===== config.mk =====
export PLATFORM = sky130hd
export DESIGN_NAME = gs_latch_packer
export DESIGN_NICKNAME = d
export VERILOG_FILES = /design/src/rtl/gs_latch_packer.sv
export SDC_FILE = /design/constraint.sdc
export NUM_CORES = 1
export LEC_CHECK = 0
export ABC_CLOCK_PERIOD_IN_PS = 2550
export CAP_MARGIN = 20
export CORE_AREA = 2 2 312 314
export CTS_BUF_LIST = sky130_fd_sc_hd__clkbuf_16
export DETAILED_ROUTE_END_ITERATION = 16
export DIE_AREA = 0 0 314 316
export PLACE_DENSITY = 0.43
export SYNTH_ARGS = -nofsm -noshare
export SYNTH_HDL_FRONTEND = slang
export SYNTH_SLANG_ARGS = --single-unit

===== constraint.sdc =====
create_clock -name CLK_10M -period 2.55 [get_ports CLK_10M]
set_input_delay 0.51 -clock CLK_10M [delete_from_list [all_inputs] [get_ports CLK_10M]]
set_output_delay 0.51 -clock CLK_10M [all_outputs]
set_load 0.005 [all_outputs]

===== src/rtl/gs_latch_packer.sv =====
// rtl/gs_latch_packer.sv - packs 24-bit RGB pixels into LED driver grayscale latch words
// Define GS_DOUBLE_BUF_EN for separate fill and output registers; default is a single shared register.
module gs_latch_packer #(
    parameter int NUM_LEDS    = 16,
    parameter int NUM_DRIVERS = 2,
    parameter int LATCH_SIZE  = 769
) (
    input  logic                           CLK_10M,
    input  logic                           nReset,
    input  logic [23:0]                    pix_rgb,
    input  logic                           pix_valid,
    input  logic                           pix_sof,
    output logic                           pix_ready,
    output logic [LATCH_SIZE-1:0]          gs_word,
    output logic                           gs_valid,
    input  logic                           gs_ready,
    output logic [$clog2(NUM_DRIVERS)-1:0] gs_drv_idx,
    output logic                           row_done,
    output logic                           sof_err
);

    localparam int DATA_W = LATCH_SIZE - 1;
    localparam int PW     = (NUM_LEDS > 1) ? $clog2(NUM_LEDS) : 1;
    localparam int DW     = $clog2(NUM_DRIVERS);
    localparam logic [PW-1:0] LAST_PIX = PW'(NUM_LEDS - 1);
    localparam logic [DW-1:0] LAST_DRV = DW'(NUM_DRIVERS - 1);

    typedef enum logic {
        FILL = 1'b0,
        FULL = 1'b1
    } state_t;

    state_t            state_q, state_d;
    logic              run_q;
    logic [PW-1:0]     pix_cnt_q, pix_cnt_d;
    logic [DW-1:0]     drv_cnt_q, drv_cnt_d;
    logic [DATA_W-1:0] fill_q, fill_d;
    logic [DW-1:0]     idx_q, idx_d;
    logic              valid_q, valid_d;
    logic              row_done_q, row_done_d;
    logic              sof_err_q, sof_err_d;
`ifdef GS_DOUBLE_BUF_EN
    logic [DATA_W-1:0] out_q, out_d;
    logic [DW-1:0]     pend_q, pend_d;
`endif

    logic              accept;
    logic              take;
    logic              restart;
    logic              complete;
    logic [PW-1:0]     cur_pix;
    logic [DW-1:0]     cur_drv;
    logic [47:0]       pix48;
    logic [DATA_W-1:0] packed_word;

    assign take     = valid_q & gs_ready;
    assign accept   = pix_valid & pix_ready;
    // A sof anywhere but the very start of a row restarts packing at LED 0 of driver 0.
    assign restart  = accept & pix_sof & ((pix_cnt_q != '0) | (drv_cnt_q != '0));
    assign cur_pix  = restart ? '0 : pix_cnt_q;
    assign cur_drv  = restart ? '0 : drv_cnt_q;
    assign complete = accept & (cur_pix == LAST_PIX);
    assign pix48    = {pix_rgb[7:0],   pix_rgb[7:0],
                       pix_rgb[15:8],  pix_rgb[15:8],
                       pix_rgb[23:16], pix_rgb[23:16]};

    always_comb begin
        packed_word = fill_q;
        for (int i = 0; i < NUM_LEDS; i++) begin
            if (cur_pix == PW'(i)) begin
                packed_word[48*i +: 48] = pix48;
            end
        end
    end

    always_comb begin
        state_d    = state_q;
        pix_cnt_d  = pix_cnt_q;
        drv_cnt_d  = drv_cnt_q;
        fill_d     = fill_q;
        idx_d      = idx_q;
        valid_d    = valid_q;
        sof_err_d  = sof_err_q | restart;
        row_done_d = take & (idx_q == LAST_DRV);
`ifdef GS_DOUBLE_BUF_EN
        out_d      = out_q;
        pend_d     = pend_q;
        pix_ready  = run_q & (state_q == FILL);
`else
        pix_ready  = run_q & (state_q == FILL) & ~valid_q;
`endif

        if (take) begin
            valid_d = 1'b0;
        end

        if (accept) begin
            fill_d    = packed_word;
            pix_cnt_d = complete ? '0 : cur_pix + 1'b1;
            if (complete) begin
                drv_cnt_d = (cur_drv == LAST_DRV) ? '0 : cur_drv + 1'b1;
            end else begin
                drv_cnt_d = cur_drv;
            end
        end

`ifdef GS_DOUBLE_BUF_EN
        if (state_q == FILL) begin
            if (complete) begin
                // Hand the word straight over when the output slot is free or emptying now.
                if (!valid_q || take) begin
                    out_d   = packed_word;
                    idx_d   = cur_drv;
                    valid_d = 1'b1;
                end else begin
                    pend_d  = cur_drv;
                    state_d = FULL;
                end
            end
        end else begin
            if (take) begin
                out_d   = fill_q;
                idx_d   = pend_q;
                valid_d = 1'b1;
                state_d = FILL;
            end
        end
`else
        if (complete) begin
            idx_d   = cur_drv;
            valid_d = 1'b1;
        end
`endif
    end

    always_ff @(posedge CLK_10M) begin
        if (!nReset) begin
            state_q    <= FILL;
            run_q      <= 1'b0;
            pix_cnt_q  <= '0;
            drv_cnt_q  <= '0;
            fill_q     <= '0;
            idx_q      <= '0;
            valid_q    <= 1'b0;
            row_done_q <= 1'b0;
            sof_err_q  <= 1'b0;
`ifdef GS_DOUBLE_BUF_EN
            out_q      <= '0;
            pend_q     <= '0;
`endif
        end else begin
            state_q    <= state_d;
            run_q      <= 1'b1;
            pix_cnt_q  <= pix_cnt_d;
            drv_cnt_q  <= drv_cnt_d;
            fill_q     <= fill_d;
            idx_q      <= idx_d;
            valid_q    <= valid_d;
            row_done_q <= row_done_d;
            sof_err_q  <= sof_err_d;
`ifdef GS_DOUBLE_BUF_EN
            out_q      <= out_d;
            pend_q     <= pend_d;
`endif
        end
    end

`ifdef GS_DOUBLE_BUF_EN
    assign gs_word = {1'b0, out_q};
`else
    assign gs_word = {1'b0, fill_q};
`endif
    assign gs_valid   = valid_q;
    assign gs_drv_idx = idx_q;
    assign row_done   = row_done_q;
    assign sof_err    = sof_err_q;

endmodule

### Yosys cells after proc, flatten, opt, wreduce, memory -nomap -nowiden

Index checks and enable logic that the tools add are counted.

| storage, ports and cells | value |
|---|---|
| register bits | 778 |
| input bits | 29 |
| output and inout port bits | 774 |
| word-level logic and storage cells | 77 |

| operators by class | value |
|---|---|
| add/sub/neg operators | 2 |
| equality and inequality tests | 15 |
| multiplexer cells | 8 |
| bitwise gates (word level) | 10 |
| reduce and logical (&&, ||, !) cells | 19 |

Operators with widths:

| kind | number |
|---|---|
| $eq A4 B4 Y1 const B | 8 |
| $reduce_and A2 Y1 | 16 |
| $eq A4 B3 Y1 const B | 4 |
| $eq A4 B2 Y1 const B | 2 |
| $mux W4 | 2 |
| $and A1 B1 Y1 | 7 |
| $mux W1 | 6 |
| $add A4 B1 Y4 const B | 1 |
| $eq A4 B1 Y1 const B | 1 |
| $logic_not A4 Y1 | 1 |
| $reduce_bool A4 Y1 | 1 |
| $or A1 B1 Y1 | 2 |
| $reduce_bool A2 Y1 | 1 |
| $add A1 B1 Y1 const B | 1 |
| $not A1 Y1 | 1 |

### Longest topological paths before layout

| logic depth | value |
|---|---|
| depth after elaboration | 9 |
| gate-level depth with buffers | 7 |
| depth with buffers taken out | 3 |

### Worst setup path after synthesis

Ideal clock, no wire load.

| timing | value |
|---|---|
| path type | input to register |
| from | input port pix_sof |
| to | register fill_q[349] |
| setup time | 0.132 ns |
| arrival time | 1.490 ns |
| required time | 2.418 ns |
| path slack | 0.928 ns |
| cell stages on the path | 6 |
| path buffers | 3 |
| cells stage by stage | buf_2 -> nand4b_1 -> buf_4 -> nand4_4 -> buf_6 -> mux2i_1 |

| between the ends | value |
|---|---|
| cells in the longest elaborated chain, start to end | 5 |

Ends and longest elaborated chain:

| what | RTL line | source |
|---|---|---|
| start, declared | 12 | `input logic pix_sof,` |
| $and A1 B1 Y1 (2 in a row) | 59 | `assign restart = accept & pix_sof & ((pix_cnt_q != '0) \| (drv_cnt_q != '0));` |
| $mux W4 | 60 | `assign cur_pix = restart ? '0 : pix_cnt_q;` |
| $eq A4 B3 Y1 | 70 | `if (cur_pix == PW'(i)) begin` |
| $reduce_and A2 Y1 (no source line) | - |  |
| end signal, assigned | 156 | `fill_q <= fill_d;` |
| end, declared | 37 | `logic [DATA_W-1:0] fill_q, fill_d;` |

No other way between the ends.
A chain may end at the register's enable or synchronous reset.

### Final worst setup path

| timing | value |
|---|---|
| from | register valid_q (netlist: gs_valid) |
| to | output port pix_ready |

| between the ends | value |
|---|---|
| cells in the longest elaborated chain, start to end | 2 |

Ends and longest elaborated chain:

| what | RTL line | source |
|---|---|---|
| start, declared | 39 | `logic valid_q, valid_d;` |
| start signal, assigned | 158 | `valid_q <= valid_d;` |
| $not A1 Y1 | 90 | `pix_ready = run_q & (state_q == FILL) & ~valid_q;` |
| $and A1 B1 Y1 | 90 |  |
| end, declared | 13 | `output logic pix_ready,` |

No other way between the ends.

==> results.md <==
* RR Startpoint: pix_cnt_q[0]$_SDFFE_PN0P_
* CP startpoint: gs_valid$_SDFFE_PN0P_
* Clk buf depth at 3
* TritonCTS clock tree: built
* Detail Placement HPWL at 55200 um
* Slew Limit Fails at 0
* Compound-Gate Fraction of Synth Area at 0.879%
* Mapped cell area at 17400 um^2
* Vias in the first global route at 13100
* Cells after DPL at 3384
* HP Start: nReset
* Number of max-cap violations at 0
* Largest family of logic cells by synthesized area: multiplexers
* Endpoints failing setup at 0
* Die X-Extent at 314 um
* Max Used Layer: met5
* Total global routing track utilization at 14.5%
* Internal at 10500 uW
* Number of port buffers at 801
* NumNets Final at 2186
* Critical path launch point type: flip-flop
* M1 WL at 31700 um
* Synth Warn # at 0
* Number of hold buffers added after CTS at 0
* Sequential Area at 7890 um^2
* Leakage at 0.0108 uW
* Clk pwr share at 49.8%
* Initial DRT Pass Iterations at 5
* Hold Crit Class: input pin to flip-flop
* Starting Density at 18.1%
* Adder-cell share of the synthesized area at 0%
* Share of cells above drive strength 1 at 7.39%
* Fin. Hold Viols at 0
* Async SR Flop Fraction at 0%
* Post-synthesis xor/xnor area fraction at 0%
* Worst slew pin tran at 0.813 ns
* #FFs+latches synth at 394
* Post-cts gate resize count at 0
* Die H at 316 um
* Critical Path RT at 2.04 ns
* Total negative slack at 0 ns
* Total design power at 13700 uW
* Unrepaired setup endpoints after global routing: no
* Die ar. at 99200 um^2
* Area delta synth->final at 48.4%
* GPL Wtd Cong at 0.745
* Final worst-path cycle share at 89.2%
* Antenna violations before repair at 6
* PD cells at 533 nW/um^2
* Sequential power share at 45.3%
* Final Util at 26.8%
* Most common cell after layout, fill and taps aside: clkdlybuf4s50_1
* Cells after synthesis at 1750
* Register area share after synthesis at 45.4%
* Most frequent cells in the layout: clkdlybuf4s50_1 (800), nand2_1 (397), dfxtp_1 (394)
* Switching power of the nets at 3250 uW
* WL met3 at 4240 um
* Number of diodes at 0
* Drc violations at 0
* Drt first-iter violations at 754
* Clk sinks at 394
* CTS Root Cell: clkbuf_16
* Simple-gate area share of the yosys netlist at 11.0%
* Most common flop cell mapped by yosys: dfxtp_1
* Mux share of post-synthesis cell area at 22.3%
* Worst VDD drop at 0.000381 V
* Non-Filler Instances at 3468
* Mean Syn Cell Area at 9.92 um^2
* Largest net degree at the start of global routing at 97
* Gr ovfl total at 0
* First-pass GRT wire length at 102000 um
* Max-slew headroom at 45.6%
* Post-Route WL at 76200 um
* Core area at 96000 um^2
* Critical Path End Type: primary output
* Post-synth cell types at 36
* Worst clock skew at 0.00973 ns
* Max Clock Freq at 440 MHz
* Post-Syn Nets at 1779
* Reg clk slew, reported paths at 0.06 ns
* Fraction of power consumed by combinational cells at 4.9%
* Fill count at 10000
* Sw Share at 23.7%
* CTS buffer count at 47
* Kind of critical path: flip-flop to primary output
* Area of the multi-input gates at 5980 um^2
* DR vias at 13200
* Depth of the CTS H-tree at 2
* Worst-Skew Late Latency at 0.57 ns
* Placement Rows at 114
* Wire per inst at 22.0 um
* Setup bufs post-CTS at 0
* # IOs at 803
* Vias per inst at 3.80
* Fin Hold WS at 0.377 ns
* Outcome: completed
* Antenna viol nets, final at 0
* CP Data Arrival Time at 1.76 ns
* WL met2 at 38600 um
* Crit Path Max Fanout at 11
* Number of flops mapped to enable cells by yosys at 0
* Crit path time final at 2.27 ns
==> cells by family (layout without fill, tap and decap cells) <==
family,Yosys count,count (layout)
AOI/OAI and AO/OA,18,18
and+or+nand+nor,446,446
other,1,1
DFF,394,394
muxes,386,386
buffers and inverters,505,947
==> path summary, 6_finish.rpt <==
| path | endpoint | slack [ns] | cells past startpoint |
|---|---|---|---|
| max | pix_ready | 0.28 | 2 |
| min | fill_q[216]$_SDFFE_PN0P_ | 0.38 | 3 |
| max reg2reg | fill_q[74]$_SDFFE_PN0P_ | 0.44 | 4 |
| min reg2reg | sof_err$_SDFF_PN0_ | 0.47 | 1 |
==> metrics by stage <==
stage / worst slack (ns) / area (um^2)
2_1_floorplan: 0.928 / 17400
6_report: 0.275 / 25800
5_1_grt: 0.184 / 25800
3_3_place_gp: 0.0934 / 24200
3_5_place_dp: 0.0789 / 24200
4_1_cts: 0.211 / 25800
==> worst max-delay path, cell delays in order, from the launching register on <==
cell and delay [ns]:
dfxtp_1 0.57, nor2b_1 0.10, clkdlybuf4s50_1 0.53
==> cells in the mapped netlist, types with 2 or more instances <==
| library cell | number | share of area, % |
|---|---|---|
| a21oi_1 | 5 | 0.14 |
| clkbuf_1 | 68 | 1.5 |
| and4b_1 | 4 | 0.23 |
| nor2b_1 | 5 | 0.18 |
| dfxtp_1 | 394 | 45 |
| buf_4 | 409 | 18 |
| nor2_1 | 3 | 0.065 |
| buf_2 | 13 | 0.37 |
| o211ai_4 | 2 | 0.24 |
| nor3_1 | 2 | 0.058 |
| o21a_1 | 2 | 0.086 |
| mux2i_1 | 385 | 22 |
| buf_6 | 13 | 0.84 |
| nand4_4 | 8 | 0.98 |
| nor2_2 | 2 | 0.072 |
| nand4b_1 | 2 | 0.10 |
| o21ai_0 | 3 | 0.086 |
| nand2_1 | 411 | 8.9 |
| inv_1 | 2 | 0.043 |
==> registers in the layout, summed over array words and instances (netlist names) <==
| name | cells |
|---|---|
| run_q | 1 |
| row_done | 1 |
| gs_valid | 1 |
| sof_err | 1 |
| fill_q | 384 |
| pix_cnt_q | 4 |
| drv_cnt_q | 1 |
| gs_drv_idx | 1 |
==> layer usage <==
metal | up-vias | track usage (%)
met2 | 532 | 25.9
met1 | 6441 | 17.9
met3 | 88 | 2.49
met4 | 2 | 3.91
met5 | - | 0
li1 | 6108 | -
==> power groups by stage <==
| stage | logic [uW] | clock network [uW] | registers (uW) |
|---|---|---|---|
| 6_report | 679 | 6830 | 6220 |
| 3_5_place_dp | 698 | 0 | 6360 |
| 4_1_cts | 701 | 7100 | 6220 |
| 3_3_place_gp | 694 | 0 | 6350 |
| 5_1_grt | 722 | 7330 | 6220 |
| 2_1_floorplan | 293 | 0 | 6340 |
==> final cells by class <==
class                   instances  area share (%)
inverters                       2          0.0291
flip-flops and latches        394            30.6
clock inverters                35            1.24
multi-input cells             851            23.2
clock buffers                  49            4.76
repair buffers                861            34.0
well taps                    1276            6.20
Note: power is estimated with default switching activity, not from simulation.
